$ cat src/rtl/act_arbiter.sv
// Round-robin arbiter and sequencer that time-shares one combinational
// sigmoid / inverse-sigmoid unit between NREQ requesters.
module act_arbiter #(
    parameter int NREQ = 4,
    parameter int LAT  = 3
) (
    input  logic                    CLOCK_50,
    input  logic                    reset_n,
    input  logic [NREQ-1:0]         req_valid,
    input  logic [NREQ-1:0]         req_func,
    input  logic [32*NREQ-1:0]      req_data,
    output logic [NREQ-1:0]         req_ready,
    output logic [NREQ-1:0]         rsp_valid,
    output logic [31:0]             rsp_data,
    output logic [31:0]             spu_x,
    input  logic [31:0]             spu_y,
    output logic [31:0]             ispu_x,
    input  logic [31:0]             ispu_y,
    output logic                    busy,
    output logic [$clog2(NREQ)-1:0] grant_id
);

    localparam int IW = $clog2(NREQ);
    localparam int CW = (LAT > 1) ? $clog2(LAT) : 1;

    typedef enum logic [1:0] {
        IDLE = 2'd0,
        EVAL = 2'd1,
        DONE = 2'd2
    } state_t;

    state_t          state;
    state_t          state_nxt;
    logic [CW-1:0]   cnt;
    logic [IW-1:0]   last_grant;
    logic [IW-1:0]   pick;
    logic [31:0]     op_q;
    logic            func_q;
    logic            accept;
    logic            eval_done;
    logic [NREQ-1:0] hi_mask;
    logic [NREQ-1:0] masked;
    logic [NREQ-1:0] pick_vec;

    // Round-robin: prefer requesters above last_grant, else wrap to the lowest set bit.
    always_comb begin
        hi_mask = '0;
        for (int i = 0; i < NREQ; i++) begin
            hi_mask[i] = (i > int'(last_grant));
        end
        masked   = req_valid & hi_mask;
        pick_vec = (masked != '0) ? masked : req_valid;
        pick     = '0;
        for (int i = NREQ - 1; i >= 0; i--) begin
            if (pick_vec[i]) pick = IW'(i);
        end
    end

    always_ff @(posedge CLOCK_50 or negedge reset_n) begin
        if (!reset_n) state <= IDLE;
        else          state <= state_nxt;
    end

    // Handshake: a request is taken in the IDLE cycle where req_valid[i] and
    // req_ready[i] are both high; req_ready is only ever raised in IDLE.
    always_comb begin
        state_nxt = state;
        req_ready = '0;
        accept    = 1'b0;
        eval_done = 1'b0;
        spu_x     = 32'h0;
        ispu_x    = 32'h0;
        busy      = (state != IDLE);
        case (state)
            IDLE: begin
                if (req_valid != '0) begin
                    req_ready[pick] = 1'b1;
                    accept          = 1'b1;
                    state_nxt       = EVAL;
                end
            end
            EVAL: begin
                // Only the selected unit sees the operand; the other input stays quiet.
                if (func_q) ispu_x = op_q;
                else        spu_x  = op_q;
                if (cnt == '0) begin
                    eval_done = 1'b1;
                    state_nxt = DONE;
                end
            end
            DONE:    state_nxt = IDLE;
            default: state_nxt = IDLE;
        endcase
    end

    always_ff @(posedge CLOCK_50 or negedge reset_n) begin
        if (!reset_n) begin
            cnt        <= '0;
            last_grant <= IW'(NREQ - 1);
            grant_id   <= '0;
            op_q       <= 32'h0;
            func_q     <= 1'b0;
            rsp_data   <= 32'h0;
            rsp_valid  <= '0;
        end else begin
            rsp_valid <= '0;
            if (accept) begin
                op_q       <= req_data[32*pick +: 32];
                func_q     <= req_func[pick];
                last_grant <= pick;
                grant_id   <= pick;
                cnt        <= CW'(LAT - 1);
            end else if (state == EVAL && cnt != '0) begin
                cnt <= cnt - CW'(1);
            end
            if (eval_done) begin
                rsp_data            <= func_q ? ispu_y : spu_y;
                rsp_valid[grant_id] <= 1'b1;
            end
        end
    end

endmodule

$ cat config.mk
export PLATFORM = sky130hd
export DESIGN_NAME = act_arbiter
export DESIGN_NICKNAME = d
export VERILOG_FILES = /design/src/rtl/act_arbiter.sv
export SDC_FILE = /design/constraint.sdc
export NUM_CORES = 1
export LEC_CHECK = 0
export CORE_AREA = 2 2 121 123
export DETAILED_ROUTE_END_ITERATION = 8
export DIE_AREA = 0 0 123 125
export DONT_BUFFER_PORTS = 1
export GPL_ROUTABILITY_DRIVEN = 0
export GPL_TIMING_DRIVEN = 0
export PLACE_DENSITY = 0.5
export RECOVER_POWER = 100
export SYNTH_ARGS = -nofsm -noshare
export SYNTH_HDL_FRONTEND = slang
export SYNTH_SLANG_ARGS = --single-unit
export TNS_END_PERCENT = 30
$ cat constraint.sdc
create_clock -name CLOCK_50 -period 6.4 [get_ports CLOCK_50]
set_input_delay 1.6 -clock CLOCK_50 [delete_from_list [all_inputs] [get_ports CLOCK_50]]
set_output_delay 1.6 -clock CLOCK_50 [all_outputs]
set_load 0.05 [all_outputs]
# --- Yosys cells after proc, flatten, opt, wreduce, memory -nomap -nowiden ---
# Cells that the tools add are included.
op_classes:
  n_bitwise: 1
  n_addsub: 1
  n_reduce_logical: 11
  n_eq_ne: 3
  muxes: 28
  shifts: 1
  magnitude_cmp: 7
op_table:
  columns: ["operator", "n"]
  rows:
  - ["32-bit 2-to-1 mux", 5]
  - ["128-bit by 8-bit variable part select with 32-bit output", 1]
  - ["2-bit 2-to-1 mux", 8]
  - ["4-bit 2-to-1 mux", 4]
  - ["4-bit nonzero test", 2]
  - ["1-bit 2-to-1 mux", 7]
  - ["2-bit by 3-bit less-than comparator with 1-bit output, second input constant", 2]
  - ["2-bit nonzero test", 3]
  - ["4-bit AND", 1]
  - ["1-bit demux with 2-bit select", 2]
  - ["2-bit by 1-bit greater-or-equal comparator with 1-bit output, second input constant", 2]
  - ["2-bit greater-than comparator, first input constant", 2]
  - ["2-bit zero test", 2]
  - ["2-bit inequality test, second input constant", 2]
  - ["2-bit one-hot mux with 2 select lines", 1]
  - ["1-bit logical AND", 3]
  - ["1-bit binary-select mux with 2-bit select", 1]
  - ["2-bit by 1-bit == test with 1-bit output, second input constant", 1]
  - ["1-bit by 2-bit greater-than comparator with 1-bit output, first input constant", 1]
  - ["2-bit AND reduction", 1]
  - ["2-bit by 1-bit subtractor with 2-bit output, second input constant", 1]
word_totals:
  input_bits: 202
  elab_cells: 60
  output_inout_bits: 107
  reg_bits: 77

# --- Longest topological paths before layout ---
logic_depth:
  word_depth: 14
  depth_mapped: 8
  ltp_nobuf: 5

# --- Worst setup path before layout ---
# OpenSTA, ideal clock, no wires.
synth_path:
  path_type: "input to output"
  start: "input port req_valid[3]"
  end: "output port req_ready[3]"
  path_buffers: 3
  stages: 7
  arrival_ps: 3567
  required_time_ps: 4800
  setup_slack_ps: 1233
  cell_sequence: "buf_4 nor2b_2 o21ai_1 and3_1 buf_6 buf_6 nor3_1"
synth_via:
  elab_chain_cells: 13
  word_cells_on_any_way: 15
  cone_classes: "2 x order compare; 9 x mux; 1 x bitwise; 3 x reduce/logical"
synth_lines:
  columns: ["item", "line_no", "text"]
  rows:
  - ["from (decl)", "9", "input logic [NREQ-1:0] req_valid,"]
  - ["4-bit AND", "51", "masked = req_valid & hi_mask;"]
  - ["4-bit nonzero test", "52", "pick_vec = (masked != '0) ? masked : req_valid;"]
  - ["4-bit 2-to-1 mux", "52", null]
  - ["2-bit 2-to-1 mux (4 in a row)", "55", "if (pick_vec[i]) pick = IW'(i);"]
  - ["2-bit by 3-bit less-than comparator with 1-bit output (not written as such) / 2-bit by 1-bit greater-or-equal comparator with 1-bit output (equally long branches)", "77", "req_ready[pick] = 1'b1;"]
  - ["1-bit logical AND (not written as such)", "77", null]
  - ["1-bit 2-to-1 mux (not written as such)", "77", null]
  - ["1-bit demux with 2-bit select", "77", null]
  - ["4-bit 2-to-1 mux *", "76", "if (req_valid != '0) begin"]
  - ["4-bit 2-to-1 mux *", "74", "case (state)"]
  - ["to (decl)", "12", "output logic [NREQ-1:0] req_ready,"]
# Every way passes the cells marked *; elsewhere a longest branch is shown, timed or not.

# --- Worst setup path after layout ---
layout_path:
  start: "input port req_valid[3]"
  end: "output port req_ready[0]"
# The elaborated chain is that of the path after synthesis.

==> run metrics <==
fraction of the yosys area taken by sequential cells=42.57%; CP Class=input pin to output port; number of buffers inserted during clock tree synthesis=9; combined global-route utilization of all metal layers=19.76%; Post-DP HPWL=12.01 mm; average cell area after synthesis=9.422 µm²; initial antenna violation count=0; DR vias/cell=5.720; unique cell type count in the Yosys netlist=43; post-cts sizing count=0; Syn-to-layout area delta=11.62%; Port Buffer Count=0; Syn Std Cell Area=4532 µm²; kind of start point of the critical path=input pin; clock root buffer=clkbuf_16; Synth Flop Type=dfrtp_1; grt total ovfl=0; peak supply drop=0.3753 mV; ant diodes=0; Die W=123 µm; required time reported for the critical path endpoint=4.80 ns; Mapped Nets=684; yosys warns=0; sum of negative setup slack=0 ns; total number of vias=3895; Tightest Pin Transition=1.075 ns; maximum clock insertion buffer count=2; number of synthesized register bits=77; Initial Util=31.91%; Hold WC Path Type=register to register; share of cells above drive strength 1=6.439%; initial DRC count=237; H-tree levels=3; DIE AREA=15380 µm²; Achievable Freq=0.1735 GHz; leakage=0.002198 µW; final-report max-slew violation count=0; count leader, synth=dfrtp_1; Core ar.=14200 µm²; smallest hold slack=0.5141 ns; latest clock arrival within the worst-skew pair=0.34 ns; crit path DAT=4.16 ns; highest net fanout along the worst path=10; Placement Rows=44; max-cap violation count=0; unrepaired setup endpoints after global routing=no; number of ports placed on the die boundary=309; setup violation total in the final timing report=0; Post-synth ARST share=100.0%; tightest slew margin relative to the limit=28.36%; reg-to-reg slack, setup=3.09 ns; count of endpoints failing hold in the final timing report=0; CTS Hold Buffers Added=0; global-route wire length before repair=22.69 mm; post-synthesis cell count=481; clock tree from TritonCTS=built; number of design rule violations left after detail routing=0; maximum number of pins on one net before global-route repair=78; power density of the placed cells=742.5 nW/µm²; Fin Clk Skew=0.008109 ns; setup fix buffers added after clock tree synthesis=0; Worst setup EP type=output port; Post-Route WL=15.64 mm; post-route clock period utilization=90.04%; cell taking the most area after synthesis=dfrtp_1; leading post-synthesis cells by cell area=dfrtp_1 (41%), mux2i_1 (11%), and2_1 (6.2%); TritonRoute pass-1 iters=4; clock period minus final worst setup slack=5.762 ns; EDFF count, synth=0; post-synth top area share=41.41%; Die Span Y=125 µm; vias in the first global route=3877; commonest cells in the netlist=dfrtp_1 (75), nand2_1 (52), mux2i_1 (48); residual antenna-violating net count after detailed routing=0; clock slew at the register clock pins of the worst setup and hold paths=0.06 ns; net count of the finished layout=695; number of clock sinks seen by CTS=77; run status=complete, no violations; Routed wire per std cell=22.96 µm
layout make-up:
| class | instances | area, µm² |
|---|---|---|
| clock buffers | 10 | 229.0 |
| flip-flops and latches | 77 | 1929 |
| plain buffers | 43 | 201.4 |
| clock inverters | 6 | 93.84 |
| multi-input cells | 355 | 2352 |
| fillers | 1474 | 9145 |
| well taps | 184 | 230.2 |
| inverters | 6 | 22.52 |
flip-flops by register name, indices dropped and copies added, names as in the netlist:
register,cells
rsp_valid,4
last_grant,2
cnt,2
grant_id,2
state,2
rsp_data,32
op_q,32
func_q,1
path summary, 6_finish.rpt:
kind	start	end	cells after the start
max	req_valid[3]	req_ready[0]	6
min	op_q[11]	op_q[11]	2
max reg2reg	state[1]	func_q	7
min reg2reg	op_q[11]	op_q[11]	2
max in group asynchronous	reset_n	last_grant[1]	0
min in group asynchronous	reset_n	rsp_data[17]	0
where the power goes:
part | internal (µW) | switching [µW] | leakage [µW]
logic | 485 | 1400 | 0.00110
clock network | 345 | 218 | 0.000154
registers | 727 | 579 | 0.000943
total | 1560 | 2200 | 0.00220
worst max-delay path, cell delays in order:
cell and delay (ns):
buf_4 0.14, nor3_1 0.09, a21oi_1 0.83, nand2_2 0.31, clkbuf_1 0.36, nor2_1 0.83
cell families after synthesis:
group | count (synthesis) | share of synthesized area [%]
flops | 77 | 42.57
buf+inv | 49 | 5.439
compound gates | 123 | 19.63
xor+xnor | 1 | 0.1933
mux | 48 | 10.60
simple gates | 182 | 21.29
fa+ha+maj | 1 | 0.2760
cells in the final DEF (no fill, tap or decap), types with 6 or more instances in the layout:
master / synthesis / layout
and2_1: 45 / 12
inv_1: 6 / 6
clkbuf_16: 0 / 9
dfrtp_1: 75 / 75
and2_0: 0 / 33
a21oi_1: 5 / 6
o221ai_1: 16 / 16
a22oi_1: 10 / 10
nand2_1: 52 / 52
a31oi_1: 14 / 14
mux2i_1: 48 / 48
o211ai_1: 22 / 22
a32oi_1: 12 / 12
o21ai_0: 33 / 33
and3_1: 34 / 34
clkbuf_1: 28 / 36
nand3_1: 30 / 30
nor2_1: 7 / 7
through the flow:
stage / setup WS (ns) / std cells / total power, µW / instance area (µm²) / util [%]
floorplan: 1.233 / 481 / 2806 / 4532 / -
CTS: 1.036 / 681 / 3812 / 5090 / 35.84
global route: 0.4753 / 681 / 3978 / 5059 / 35.61
detailed placement: 1.043 / 665 / 3234 / 4767 / 33.56
global placement: 0.9482 / 665 / 3199 / 4762 / 33.53
finish: 0.6377 / 681 / 3756 / 5059 / 35.61
routing by layer:
layer / wire length [µm] / GRT usage, % / up-vias
met3: 1102 / 3.969 / 18
met1: 6425 / 24.74 / 1877
met2: 7882 / 33.57 / 211
li1: - / - / 1789
met5: 0 / 0 / -
met4: 225 / 6.952 / 0
No activity file was read; power rests on OpenSTA's default activity.
==> RTL edit (config.mk and constraints unchanged) <==
The parameter `LAT` goes from 3 to 6.
--- a/src/rtl/act_arbiter.sv
+++ b/src/rtl/act_arbiter.sv
@@ -4,3 +4,3 @@
     parameter int NREQ = 4,
-    parameter int LAT  = 3
+    parameter int LAT  = 6
 ) (
Behaviour: not the same (Yosys sat finds a counterexample within 10 cycles, from zero or initial values and one cycle with reset_n low).
==> RTL edit against the unedited design <==
- synthesized area up 1.5%
- fmax up 6.7%
- wire length up 3.7%
- combinational power down 7%
- critical path type unchanged
- worst setup slack better by 0.36 ns
- cell area up 0.45%
- power down 4.8%
- sequential power down 5%
- sequential cell count up 1
- utilization up 0.16 points
==> RTL edit: results <==
{
  "drive_gt1_frac": 0.0786,
  "cpMaxStageDelayCell": "clkbuf_1",
  "peakVddDrop_mv": 0.219,
  "grt_max_degree": 79,
  "synth_fa_ha_area_frac": 0.00544,
  "ys_seq_area_frac": 0.425,
  "synth_common_cells": "77 x and2_1, 76 x dfrtp_1, 50 x nor2_1",
  "muxShareOfSynthArea": 0.0827,
  "firstDrtPassIters": 6,
  "synth_compound_area_frac": 0.214,
  "grt_pass1_vias": 3983,
  "ys_types": 52,
  "worst_slew_pin_slew_ns": 1.22,
  "placed_cell_area_um2": 4830,
  "fillCellCount": 1473,
  "dpl.cell_count": 664,
  "arrival_ns": 3.80,
  "status": "finished, final reports clean",
  "grtUsageMet1": 0.257,
  "syn_inst": 480,
  "dpl.hpwl_mm": 12.3,
  "p_leak_nw": 2.09,
  "globalRouteMet2Util": 0.344,
  "synth_xor_area_frac": 0.00190,
  "vias_per_cell": 5.84
}
[RTL edit: changes by cell type after synthesis, moves of 12 or more]
cell | before | now
a21oi_1 | 5 | 36
o21ai_0 | 33 | 3
and3_1 | 34 | 2
and2_1 | 45 | 77
nand3_1 | 30 | 0
a32oi_1 | 12 | 0
nand2_1 | 52 | 31
nor2_1 | 7 | 50
a222oi_1 | 0 | 19
a211oi_1 | 0 | 14
o211ai_1 | 22 | 6
[RTL edit: routing by layer]
metal,share of wire,vias up
li1,-,1771
met1,0.40,1933
met2,0.49,251
met3,0.088,17
met4,0.018,0
met5,0,-
[RTL edit: path summary, 6_finish.rpt]
kind,start,to,slack (ns),cells after the start
min in group asynchronous,reset_n,op_q[31],0.95,0
max in group asynchronous,reset_n,last_grant[1],5.24,0
min,op_q[30],op_q[30],0.53,2
min reg2reg,op_q[30],op_q[30],0.53,2
max,req_valid[1],req_ready[1],1.00,4
max reg2reg,state[1],op_q[25],3.20,6
[RTL edit: cell type report]
class	count	area [um^2]	area share
Buffer	37	190	0.0374
Tap cell	184	230	0.0453
Inverter	4	15.0	0.00295
Clock buffer	9	225	0.0443
Multi-Input combinational cell	361	2360	0.465
Sequential cell	78	1950	0.385
Clock inverter	7	104	0.0204
[RTL edit: cell families (layout without fill, tap and decap cells)]
| group | Yosys count | in the layout |
|---|---|---|
| mux | 38 | 38 |
| simple gates | 186 | 186 |
| xor+xnor | 1 | 1 |
| fa+ha+maj | 2 | 2 |
| flops | 78 | 78 |
| compound gates | 134 | 134 |
| buf+inv | 41 | 57 |
[RTL edit: power breakdown]
part	switching (W)	total (W)	leakage [nW]	internal, W
registers	0.000523	0.00124	0.888	0.000713
logic	0.00132	0.00176	1.04	0.000440
clock network	0.000228	0.000574	0.161	0.000347
total	0.00208	0.00357	2.09	0.00150
